`src/rtl/imem_loader_pkg.sv`:
```
// Shared types and helpers for the boot-time instruction-memory loader.
package loader_pkg;

  typedef enum logic [2:0] {
    S_IDLE,
    S_HDR0,
    S_HDR1,
    S_DATA,
    S_COMMIT,
    S_DONE,
    S_ERR
  } loader_state_t;

  localparam int HDR_BYTES      = 2;
  localparam int BYTES_PER_WORD = 4;
  localparam int LEN_W          = 8 * HDR_BYTES;

  // An image must contain at least one word and fit in instruction memory.
  function automatic logic len_legal(input logic [LEN_W-1:0] len, input int unsigned words);
    return (len != '0) && (32'(len) <= words);
  endfunction

endpackage

```
`src/rtl/imem_loader_byte_packer.sv`:
```
// Collects stream bytes LSB-first and presents a full little-endian word on the 4th push.
module byte_packer
  import loader_pkg::*;
(
  input  logic        clk,
  input  logic        rst,
  input  logic        clear,
  input  logic        push,
  input  logic [7:0]  byte_data,
  output logic        word_valid,
  output logic [31:0] word
);

  logic [1:0]  cnt;
  logic [23:0] shreg;

  always_ff @(posedge clk or negedge rst) begin
    if (!rst) begin
      cnt <= 2'd0;
    end else if (clear) begin
      cnt <= 2'd0;
    end else if (push) begin
      cnt <= cnt + 2'd1;
    end
  end

  // Newest byte enters at the top so the first byte ends up in bits [7:0].
  always_ff @(posedge clk) begin
    if (push) begin
      shreg <= {byte_data, shreg[23:8]};
    end
  end

  assign word_valid = push && (cnt == 2'(BYTES_PER_WORD - 1));
  assign word       = {byte_data, shreg};

endmodule

```
`src/rtl/imem_loader.sv`:
```
// Boot loader: parses a length header, packs bytes into words, writes them to
// instruction memory and holds the core in reset until the image is committed.
module imem_loader
  import loader_pkg::*;
#(
  parameter int WORDS = 256,
  parameter int CNT_W = $clog2(WORDS) + 1
) (
  input  logic             clk,
  input  logic             rst,
  input  logic             start,
  input  logic             in_valid,
  input  logic [7:0]       in_data,
  output logic             in_ready,
  output logic             imem_we,
  output logic [31:0]      imem_addr,
  output logic [31:0]      imem_wd,
  output logic             cpu_rst,
  output logic             done,
  output logic             error,
  output logic [CNT_W-1:0] words_loaded
);

  loader_state_t    state, nxt;
  logic [7:0]       len_lo;
  logic [CNT_W-1:0] len;
  logic [CNT_W-1:0] idx;
  logic             accept;
  logic [LEN_W-1:0] hdr_len;
  logic             last_word;
  logic             pk_clear, pk_push, word_valid;
  logic [31:0]      word;

  assign accept    = in_valid && in_ready;
  assign hdr_len   = {in_data, len_lo};
  assign last_word = ((idx + CNT_W'(1)) == len);
  assign pk_clear  = (state == S_HDR1) && accept;
  assign pk_push   = (state == S_DATA) && accept;

  byte_packer u_packer (
    .clk        (clk),
    .rst        (rst),
    .clear      (pk_clear),
    .push       (pk_push),
    .byte_data  (in_data),
    .word_valid (word_valid),
    .word       (word)
  );

  always_comb begin
    nxt = state;
    case (state)
      S_IDLE:   if (start) nxt = S_HDR0;
      S_HDR0:   if (accept) nxt = S_HDR1;
      S_HDR1:   if (accept) nxt = len_legal(hdr_len, WORDS) ? S_DATA : S_ERR;
      S_DATA:   if (word_valid && last_word) nxt = S_COMMIT;
      S_COMMIT: nxt = S_DONE;
      S_DONE:   if (start) nxt = S_HDR0;
      S_ERR:    if (start) nxt = S_HDR0;
      default:  nxt = S_IDLE;
    endcase
  end

  // Outputs are registered from the next state so they line up with the state register.
  always_ff @(posedge clk or negedge rst) begin
    if (!rst) begin
      state        <= S_IDLE;
      in_ready     <= 1'b0;
      imem_we      <= 1'b0;
      imem_addr    <= '0;
      imem_wd      <= '0;
      cpu_rst      <= 1'b1;
      done         <= 1'b0;
      error        <= 1'b0;
      words_loaded <= '0;
      len_lo       <= '0;
      len          <= '0;
      idx          <= '0;
    end else begin
      state    <= nxt;
      in_ready <= (nxt == S_HDR0) || (nxt == S_HDR1) || (nxt == S_DATA);
      done     <= (nxt == S_DONE);
      error    <= (nxt == S_ERR);
      cpu_rst  <= (nxt != S_DONE);
      imem_we  <= 1'b0;

      if ((state == S_HDR0) && accept) begin
        len_lo <= in_data;
      end

      if (pk_clear) begin
        len          <= hdr_len[CNT_W-1:0];
        idx          <= '0;
        words_loaded <= '0;
      end

      // idx stops at the final word so it never leaves the memory range.
      if (word_valid) begin
        imem_we   <= 1'b1;
        imem_wd   <= word;
        imem_addr <= 32'(idx) << 2;
        if (!last_word) begin
          idx <= idx + CNT_W'(1);
        end
        if (words_loaded != len) begin
          words_loaded <= words_loaded + CNT_W'(1);
        end
      end
    end
  end

endmodule

```
`config.mk`:
```
export PLATFORM = sky130hd
export DESIGN_NAME = imem_loader
export DESIGN_NICKNAME = d
export VERILOG_FILES = /design/src/rtl/imem_loader_pkg.sv /design/src/rtl/imem_loader_byte_packer.sv /design/src/rtl/imem_loader.sv
export SDC_FILE = /design/constraint.sdc
export NUM_CORES = 1
export LEC_CHECK = 0
export CAP_MARGIN = 5
export CORE_MARGIN = 10
export CORE_UTILIZATION = 56
export CTS_CLUSTER_DIAMETER = 50
export CTS_CLUSTER_SIZE = 8
export DETAILED_ROUTE_END_ITERATION = 12
export HOLD_SLACK_MARGIN = 0.1
export PLACE_DENSITY = 0.95
export SYNTH_ARGS = -nofsm -noshare
export SYNTH_HDL_FRONTEND = slang
export SYNTH_HIERARCHICAL = 1
export SYNTH_SLANG_ARGS = --single-unit
```
`constraint.sdc`:
```
create_clock -name clk -period 9.33 [get_ports clk]
set_input_delay 1.866 -clock clk [delete_from_list [all_inputs] [get_ports clk]]
set_output_delay 1.866 -clock clk [all_outputs]
set_load 0.1 [all_outputs]
```
==> results.cfg <==
[global_routing]
gr-usage-all-layers_pct = 16.1
antenna_found_initial = 0
pin_count_of_the_biggest_net_entering_global_routing = 87
grt_pass1_vias = 3315
wire_length_of_the_first_global_routing_pass_mm = 16.9
total_global_routing_overflow = 0

[drt]
drt_iter0_drc = 146
antenna_nets_post_route = 0
vias = 3200
detailedRoute.firstPassIterationCount = 4
drt_drc_violations_left = 0
routed_via_density = 5.75
avgRoutedWirePerCell_um = 18.9
wl_mm = 10.6

[min_path]
hp-start = u_packer/shreg[21]
min_path_cells = 0
worst_hold_path_type = register to register
hold_path_end = u_packer/shreg[13]

[cts]
clkSlewWorstSetupHoldPaths_ns = 0.11
clock_tree.htree_level_count = 3
post-cts-setup-buffer-count = 0
tritoncts_num_sinks = 110
post_cts_resized = 0
cts-hold-fix-buffers = 0
worstSkewPairLatency_ns = 0.38
clock-root-buffer = clkbuf_8
ctsLongestPathBuffers = 2
tritoncts = yes
tritoncts.num_buffers = 9

[yosys]
post-synth-top-count-cell = dfrtp_1
synth_ff_type = dfrtp_1
synth_cell_type_count = 55
synth_top_cell_by_area = dfrtp_1
synth-seq-cells = 110
synth_top_cells_by_area = dfrtp_1 43%, edfxtp_1 15%, mux2_2 13%, buf_4 5.0%, xnor2_1 2.8%
syn_area_sq_mm = 0.00494
synthArstFlopShare_pct = 78.2
synthesis.instances = 387
portion_of_the_post_synthesis_area_used_by_sequential_elements_pct = 58.2
synthesis.area_per_instance_sq_um = 12.8
synth_edf_count = 24
synth_top_cell_area_share_pct = 43.1
ys.warnings.count = 6
post_synth_most_frequent_cells = 85 x dfrtp_1, 58 x mux2_2, 33 x buf_4, 24 x edfxtp_1, 17 x nand3_1

[setup_path]
worstRegToRegCells = 8
critical_path.reg2reg.endpoint = idx[7]
path_max_fanout = 46
critical_path_buf_inv_count = 3
crit_path_top_delay_cell = buf_4
crit_path_start_kind = input port
cp-end-kind = register
crit_arrival_ns = 4.62
crit_chain = clkdlybuf4s50_1 > nand2_1 > nor3_2 > buf_4 > and2_2 > buf_4 > o21a_1 > nor2_1 > a211o_1
rr_startpoint = state[1]
timing.critical_path.slowest_cell_delay_ns = 0.49
worst-setup-path-type = input port to register
reg_to_reg_slack_setup_ns = 6.30
worst_ep_required_time_ns = 9.60
cpLargestDelayFamily = buffers and inverters
crit_top_cell = buf_4

[sta]
final_hold_viol_count = 0
skew_ns = 0.0131
final_hold_slack_ns = 0.455
slew-limit-headroom_pct = 29.6
report.final.setup_viol = 0
fin_crit_sh_pct = 46.6
worst_slack_ns = 4.98
timing_worst_slew_pin_value_ns = 1.06
fmaxAchievable_mhz = 230
rsz0062_at_grt = no
maxSlewViolCount = 0
fin_crit_ns = 4.35
setup_tns_ns = 0

[final_layout]
insertedDiodeCount = 0
area_growth_pct = 16.2
design.final.nets = 459
fraction_of_final_layout_cells_with_drive_strength_greater_than_1_pct = 21.2
post-route-util_pct = 66.4

[place]
port-buffer-count = 66
detailedPlace.worstSlack_ns = 4.58
place_congestion = 0.905
post-dp-hpwl_mm = 7.71

[die]
die_height_um = 114
rows = 34
fp.dieArea_sq_mm = 0.0130
initial_cell_density_of_the_core_pct = 57.2
core_region_sq_mm = 0.00864
die_w_um = 114
pin_count = 90

[status]
outcome = complete, no violations

[flow_run]
drv.max_cap_violation_count = 0

[power_and_ir_drop]
power_per_cell_area_mw_per_mm2 = 346
power.leakage_uw = 0.00247
vdd_drop_max_mv = 0.251
post-layout-total-power_uw = 1980
[worst max-delay path by stage]
stage | startpoint | to | slack (ns) | cells past startpoint
finish | in_valid | idx[7] | 4.98 | 9
global route | in_valid | idx[7] | 4.79 | 9
CTS | in_valid | idx[7] | 4.97 | 9
detailed placement | in_valid | idx[8] | 4.58 | 9
global placement | in_valid | idx[8] | 4.71 | 9
floorplan | in_valid | words_loaded[7] | 3.60 | 9
[per-stage QoR]
stage | std cells | instance area [sq um]
floorplan | 409 | 5020
global placement | 540 | 5530
detailed placement | 540 | 5530
CTS | 556 | 5730
global route | 557 | 5740
finish | 557 | 5740
[state kept, by name, indices dropped and copies added (netlist names)]
name            count
imem_addr           9
error               1
cpu_rst             1
done                1
u_packer/shreg     24
idx                 9
len                 9
words_loaded        9
in_ready            1
imem_we             1
u_packer/cnt        2
state               3
imem_wd            32
len_lo              8
[report_power, final]
part           internal (uW)  switching [uW]  total [uW]
Combinational            263             692         955
Sequential               625             116         742
Clock                    118             169         286
Total                   1010             977        1980
[layout by cell type (no fill, tap or decap), drive strengths merged, types with 2 or more instances in the layout]
cell type,Yosys,final
nand2,16,16
buf,41,4
o31a,2,2
nor4,4,4
nor3,10,10
conb,1,23
clkbuf,5,12
and2,2,2
a21oi,7,7
a22o,2,2
nand4,3,3
o21ai,17,17
nand3,18,18
xor2,6,6
or2,2,2
o22ai,3,3
o31ai,2,2
or3,3,3
mux2,58,58
mux2i,3,3
and3,6,6
clkdlybuf4s50,0,65
a211o,5,5
nor2b,3,3
inv,8,12
xnor2,16,16
dfrtp,85,85
ha,3,3
o21a,2,2
edfxtp,24,24
nor2,14,14
[cell type report]
cell class	count	area [sq um]
fill	601	2900
sequential	110	2870
multi-input combinational	245	1810
timing repair buffer	70	686
clock buffer	11	151
tap	108	135
clock inverter	5	47.5
inverter	8	30.0
[layer usage]
| layer | GRT usage (%) | share of wire, % | vias up |
|---|---|---|---|
| met4 | 6.77 | 2.6 | 0 |
| met5 | 0 | 0 | - |
| met3 | 5.04 | 8.1 | 24 |
| met2 | 27.5 | 52 | 120 |
| li1 | - | - | 1448 |
| met1 | 18.4 | 37 | 1608 |
[cells by family (layout without fill, tap and decap cells)]
group | Yosys count | count (layout) | share of synthesized area (%)
multiplexers | 61 | 61 | 13.8
AND/OR/NAND/NOR | 85 | 85 | 9.23
XOR/XNOR | 22 | 22 | 3.90
AO/OA/AOI/OAI | 50 | 50 | 6.97
buffers and inverters | 54 | 94 | 6.82
flip-flops | 110 | 110 | 58.2
other | 1 | 23 | 0.0760
adder cells (fa/ha/maj) | 4 | 4 | 0.963
Power figures use the tool's default switching activity.
